[config.mk]
export PLATFORM = sky130hd
export DESIGN_NAME = tc_register_arbiter_flat
export DESIGN_NICKNAME = d
export VERILOG_FILES = /design/src/rtl/tc_register_arbiter_if.sv /design/src/rtl/tc_register_arbiter.sv /design/src/flat_wrapper.sv
export SDC_FILE = /design/constraint.sdc
export NUM_CORES = 1
export LEC_CHECK = 0
export CELL_PAD_IN_SITES_DETAIL_PLACEMENT = 0
export CELL_PAD_IN_SITES_GLOBAL_PLACEMENT = 2
export CORE_MARGIN = 3
export CORE_UTILIZATION = 23
export DETAILED_ROUTE_END_ITERATION = 6
export PLACE_DENSITY_LB_ADDON = 0.08
export SLEW_MARGIN = 20
export SYNTH_ARGS = -nofsm -noshare
export SYNTH_HDL_FRONTEND = slang
export SYNTH_SLANG_ARGS = --single-unit
[constraint.sdc]
create_clock -name clk -period 2.2 [get_ports clk]
set_clock_uncertainty 0.1 [all_clocks]
set_input_delay 0.66 -clock clk [delete_from_list [all_inputs] [get_ports clk]]
set_output_delay 0.66 -clock clk [all_outputs]
set_load 0.05 [all_outputs]
[src/rtl/tc_register_arbiter_if.sv]
// Bundle of requester handshake and shared-register pins for tc_register_arbiter.
// The slave modport is the arbiter; the master modport is the requesters plus the register.
interface tc_register_arbiter_if #(
    parameter int unsigned NUM_REQ   = 4,
    parameter int unsigned BIT_WIDTH = 8
);
    logic [NUM_REQ-1:0]           req;
    logic [NUM_REQ-1:0]           req_we;
    logic [NUM_REQ*BIT_WIDTH-1:0] req_wdata;
    logic [NUM_REQ-1:0]           gnt;
    logic [NUM_REQ-1:0]           rsp_valid;
    logic [BIT_WIDTH-1:0]         rsp_data;
    logic                         busy;
    logic                         reg_save;
    logic                         reg_load;
    logic [BIT_WIDTH-1:0]         reg_in;
    logic [BIT_WIDTH-1:0]         reg_out;

    modport slave (
        input  req, req_we, req_wdata, reg_out,
        output gnt, rsp_valid, rsp_data, busy, reg_save, reg_load, reg_in
    );

    modport master (
        output req, req_we, req_wdata, reg_out,
        input  gnt, rsp_valid, rsp_data, busy, reg_save, reg_load, reg_in
    );
endinterface

[src/rtl/tc_register_arbiter.sv]
// Round-robin arbiter sharing one save/load register among NUM_REQ requesters.
// Writes take one save cycle; reads take a load cycle then a return cycle.
module tc_register_arbiter #(
    parameter int unsigned NUM_REQ   = 4,
    parameter int unsigned BIT_WIDTH = 8
) (
    input  logic                 clk,
    input  logic                 rst,
    tc_register_arbiter_if.slave bus
);
    localparam int unsigned IdxW = (NUM_REQ > 1) ? $clog2(NUM_REQ) : 1;
    localparam logic [IdxW-1:0] LastIdx = IdxW'(NUM_REQ - 1);

    typedef enum logic [1:0] {StIdle, StWrite, StLoad, StReturn} state_e;

    state_e               state_q;
    logic [IdxW-1:0]      ptr_q;
    logic [IdxW-1:0]      win_q;
    logic [BIT_WIDTH-1:0] wdata_q;
    logic [BIT_WIDTH-1:0] rsp_data_q;
    logic [NUM_REQ-1:0]   gnt_q;
    logic [NUM_REQ-1:0]   rsp_valid_q;

    logic                 found;
    logic [IdxW-1:0]      pick;
    logic [IdxW-1:0]      cand;
    int unsigned          idx;
    logic [BIT_WIDTH-1:0] pick_data;

    // Search ptr+1, ptr+2, ... wrapping; ptr itself is visited last.
    always_comb begin
        found = 1'b0;
        pick  = ptr_q;
        idx   = 0;
        cand  = '0;
        for (int unsigned k = 1; k <= NUM_REQ; k++) begin
            idx  = (32'(ptr_q) + k) % NUM_REQ;
            cand = IdxW'(idx);
            if (!found && bus.req[cand]) begin
                found = 1'b1;
                pick  = cand;
            end
        end
        pick_data = bus.req_wdata[32'(pick) * BIT_WIDTH +: BIT_WIDTH];
    end

    always_ff @(posedge clk or negedge rst) begin
        if (!rst) begin
            state_q     <= StIdle;
            ptr_q       <= LastIdx;
            win_q       <= '0;
            wdata_q     <= '0;
            rsp_data_q  <= '0;
            gnt_q       <= '0;
            rsp_valid_q <= '0;
        end else begin
            gnt_q       <= '0;
            rsp_valid_q <= '0;
            case (state_q)
                StIdle: begin
                    if (found) begin
                        win_q       <= pick;
                        ptr_q       <= pick;
                        wdata_q     <= pick_data;
                        gnt_q[pick] <= 1'b1;
                        state_q     <= bus.req_we[pick] ? StWrite : StLoad;
                    end
                end
                StWrite: state_q <= StIdle;
                StLoad:  state_q <= StReturn;
                StReturn: begin
                    rsp_data_q         <= bus.reg_out;
                    rsp_valid_q[win_q] <= 1'b1;
                    state_q            <= StIdle;
                end
                default: state_q <= StIdle;
            endcase
        end
    end

    // Register-side strobes decode from state alone so req never reaches them combinationally.
    always_comb begin
        bus.gnt       = gnt_q;
        bus.rsp_valid = rsp_valid_q;
        bus.rsp_data  = rsp_data_q;
        bus.busy      = (state_q != StIdle);
        bus.reg_save  = (state_q == StWrite);
        bus.reg_load  = (state_q == StLoad);
        bus.reg_in    = (state_q == StWrite) ? wdata_q : '0;
    end
endmodule

[src/flat_wrapper.sv]
// flat-port wrapper written by rule: the top's interface ports become plain ports
module tc_register_arbiter_flat 
#(
    parameter int unsigned NUM_REQ   = 4,
    parameter int unsigned BIT_WIDTH = 8
)
  (clk, rst, bus_req, bus_req_we, bus_req_wdata, bus_reg_out, bus_gnt, bus_rsp_valid, bus_rsp_data, bus_busy, bus_reg_save, bus_reg_load, bus_reg_in);
  tc_register_arbiter_if #(.NUM_REQ(NUM_REQ), .BIT_WIDTH(BIT_WIDTH)) bus_i ();
  input  logic clk;
  input  logic rst;
  input wire logic [$bits(bus_i.req)-1:0] bus_req;
  input wire logic [$bits(bus_i.req_we)-1:0] bus_req_we;
  input wire logic [$bits(bus_i.req_wdata)-1:0] bus_req_wdata;
  input wire logic [$bits(bus_i.reg_out)-1:0] bus_reg_out;
  output wire logic [$bits(bus_i.gnt)-1:0] bus_gnt;
  output wire logic [$bits(bus_i.rsp_valid)-1:0] bus_rsp_valid;
  output wire logic [$bits(bus_i.rsp_data)-1:0] bus_rsp_data;
  output wire logic [$bits(bus_i.busy)-1:0] bus_busy;
  output wire logic [$bits(bus_i.reg_save)-1:0] bus_reg_save;
  output wire logic [$bits(bus_i.reg_load)-1:0] bus_reg_load;
  output wire logic [$bits(bus_i.reg_in)-1:0] bus_reg_in;
  assign bus_i.req = bus_req;
  assign bus_i.req_we = bus_req_we;
  assign bus_i.req_wdata = bus_req_wdata;
  assign bus_i.reg_out = bus_reg_out;
  assign bus_gnt = bus_i.gnt;
  assign bus_rsp_valid = bus_i.rsp_valid;
  assign bus_rsp_data = bus_i.rsp_data;
  assign bus_busy = bus_i.busy;
  assign bus_reg_save = bus_i.reg_save;
  assign bus_reg_load = bus_i.reg_load;
  assign bus_reg_in = bus_i.reg_in;
  tc_register_arbiter #(.NUM_REQ(NUM_REQ), .BIT_WIDTH(BIT_WIDTH)) u_core (.clk(clk), .rst(rst), .bus(bus_i));
endmodule
==> results.py, run 1 <==
metrics = {
    "worst_setup_path": {
        "path_class": "reg -> out",
        "critPathTopFamily": "flip-flops",
        "cp_cell_sequence": "nor2b_1, buf_4, and2_1, buf_12",
        "worst_r2r_endpoint": "u_core.wdata_q[6]",
        "r2r-start": "u_core.ptr_q[0]",
        "crit_start": "u_core.state_q[0]",
        "critical_path.max_stage_delay_ps": 440,
        "start_kind": "register",
        "crit_fanout": 9,
        "critical_path_required_ps": 1440,
        "reg2reg_depth": 6,
        "end_kind": "primary output",
        "crit_buf_inv": 2,
        "rrSetupSlack_ps": 260,
        "crit_slowest_cell": "dfrtp_2",
        "critical_path_arrival_ps": 1370,
    },
    "hold_path": {
        "hp-class": "reg -> reg",
        "worstHoldStart": "u_core.wdata_q[3]",
        "hold_depth": 2,
        "hold-path-endpoint": "u_core.wdata_q[3]",
    },
    "logic_synthesis": {
        "yosysMostFrequentCell": "dfrtp_1",
        "netlist_area_um2": 1600,
        "synthTopCellsByArea": "dfrtp_1, a211oi_1, o21a_1, mux2_2, o31ai_1",
        "syn_area_per_cell_um2": 10.5,
        "synthTopCellsByCount": "dfrtp_1, a211oi_1, o21a_1",
        "yosys.area.top_type_share_pct": 43.8,
        "synth.distinct_cells": 37,
        "ys_ff_latch": 30,
        "async_flop_share_pct": 100,
        "yosys_most_used_dff": "dfrtp_1",
        "ys.warnings.count": 0,
        "synth_edf_count": 0,
        "ys_seq_area_share_pct": 47.1,
        "synth_top_cell_by_area": "dfrtp_1",
        "synth_cells": 152,
        "synth_nets": 202,
    },
    "floorplanning": {
        "io_pins": 77,
        "die_w_um": 89.4,
        "fp.dieArea_um2": 7990,
        "core_area_um2": 6530,
        "die_h_um": 89.4,
        "rows": 29,
        "initial_core_util_pct": 24.5,
    },
    "sta": {
        "worstMarginPinSlew_ps": 422,
        "slew_violations": 0,
        "setup_violations": 0,
        "timing.fmax_mhz": 470,
        "post-route-period-util_pct": 96.7,
        "final_hold_viol_count": 0,
        "rsz0062_at_grt": "true",
        "min_period_ps": 2130,
        "max_slew_margin_pct": 71.8,
    },
    "route": {
        "routed_wl_mm": 5.03,
        "drc": 0,
        "drt-wirelength-per-cell_um": 15.7,
        "vias": 1517,
        "dr.pass1.iters": 4,
        "drtAntennaViolNets": 0,
        "drt-initial-drc-count": 38,
        "via_per_inst": 4.73,
    },
    "place": {
        "hpwl_mm": 3.85,
        "place_inst": 312,
        "place_congestion": 0.749,
        "port_buffers": 76,
    },
    "layout": {
        "fin_cells": 321,
        "fin_nets": 293,
        "drive_gt1_share_pct": 36.1,
        "num_antenna_cells": 0,
        "area_delta_synth_final_pct": 78.5,
    },
    "global_route": {
        "grt_max_degree": 31,
        "grt-ovfl-total": 0,
        "grt_usage_pct": 12.6,
        "grt_pass1_wl_mm": 7.62,
        "antenna_found_initial": 0,
        "grt_pass1_vias": 1568,
    },
    "clocking": {
        "clk_pin_slew_ps": 70,
        "cts_hold_buffers": 0,
        "clock_latency_ps": 270,
        "cts_setup_buffers": 0,
        "cts_made_buffers": 5,
        "htree_levels": 2,
        "clock-sinks": 30,
        "cts_tree": "yes",
        "cts.path.max_buffers": 2,
        "clockRootBuffer": "clkbuf_8",
    },
    "power": {
        "p_leak_nw": 1.23,
        "p_per_area_nw_per_um2": 1570,
        "total_power_mw": 4.47,
        "ir_drop_uv": 434,
    },
    "status": {
        "outcome": "finished, final reports clean",
    },
    "run": {
        "drv_cap": 0,
    },
}
## layout make-up
class,count,area (um^2)
clock buffers,6,82.6
clock inverters,2,60.1
inverters,3,11.3
fillers,624,3680
well taps,77,96.3
repair buffers,97,1020
flip-flops and latches,30,756
multi-input cells,106,831
## worst max-delay path by stage
stage | to | depth (start not counted) | slack (ps)
floorplan | bus_reg_in[0] | 3 | 120
detailed placement | u_core.state_q[1] | 7 | -380
CTS | u_core.wdata_q[7] | 7 | -2
global placement | u_core.state_q[1] | 7 | -330
global route | bus_reg_in[2] | 4 | -20
finish | bus_reg_in[5] | 4 | 70
## logic make-up (layout without fill, tap and decap cells)
family,Yosys count,in the layout,synth area share [%]
compound gates,50,50,24.9
simple gates,44,44,14.6
flops,30,30,47.1
buf+inv,16,108,5.09
mux,12,12,8.29
## through the flow
step	setup TNS (ps)	cell area, um^2	utilization [%]	worst slack (ps)	hold WS [ps]
2_1_floorplan	0	1600	-	118	264
3_3_place_gp	-3800	2610	39.9	-331	356
3_5_place_dp	-4860	2610	39.9	-378	359
4_1_cts	-2.23	2760	42.3	-2.23	374
5_1_grt	-34.9	2850	43.7	-18.2	389
6_report	0	2850	43.7	71.9	370
## state kept, by name (all words and copies together), names as in the netlist
name,cells
u_core.bus.rsp_valid,4
u_core.win_q,2
u_core.state_q,2
u_core.bus.rsp_data,8
u_core.wdata_q,8
u_core.bus.gnt,4
u_core.ptr_q,2
## worst reg2reg max path, delay by kind of cell, from the launching register on
family	cells	cell delay, ps
simple gates	1	190
buf+inv	1	210
compound gates	4	710
flops	1	620
## report_power, final
group	switching (mW)	internal (mW)	total, mW
logic	1.55	1.22	2.77
registers	0.187	0.824	1.01
clock network	0.207	0.483	0.690
## what timing repair did
action | in CTS | in global routing
endpoints found under the setup margin | 8 | 18
cloned | 0 | 1
gates resized for setup | 2 | 23
pin swaps | 1 | 6
## layer usage
layer	share of wire [%]	vias up	GRT usage, %
met5	0	-	0
met4	0.76	0	4.06
met3	4.7	2	3.59
met2	48	47	19.7
met1	46	725	16.8
li1	-	743	-
## cells in the final DEF, fill, tap and decap left out, types with 3 or more instances in the layout
| cell type | synthesis | final |
|---|---|---|
| and2_1 | 8 | 8 |
| a211oi_2 | 0 | 7 |
| nor2_1 | 4 | 4 |
| dfrtp_1 | 28 | 26 |
| o31ai_1 | 8 | 8 |
| buf_6 | 1 | 3 |
| a211oi_1 | 16 | 9 |
| nor3_1 | 5 | 5 |
| buf_12 | 0 | 11 |
| clkdlybuf4s50_1 | 0 | 45 |
| dlymetal6s2s_1 | 0 | 4 |
| mux2_2 | 10 | 10 |
| clkbuf_8 | 0 | 6 |
| o21a_1 | 16 | 16 |
| buf_4 | 1 | 33 |
| nand2_1 | 13 | 13 |
Note: power is estimated with default switching activity, not from simulation.
==> inputs of run 2 (changes only) <==
--- a/config.mk
+++ b/config.mk
@@ -11,6 +11,7 @@
 export CORE_UTILIZATION = 23
 export DETAILED_ROUTE_END_ITERATION = 6
 export PLACE_DENSITY_LB_ADDON = 0.08
+export SKIP_LAST_GASP = 1
 export SLEW_MARGIN = 20
 export SYNTH_ARGS = -nofsm -noshare
 export SYNTH_HDL_FRONTEND = slang
==> results of run 2 <==
Same layout as run 1: the final DEF is identical, and so are final timing and power.
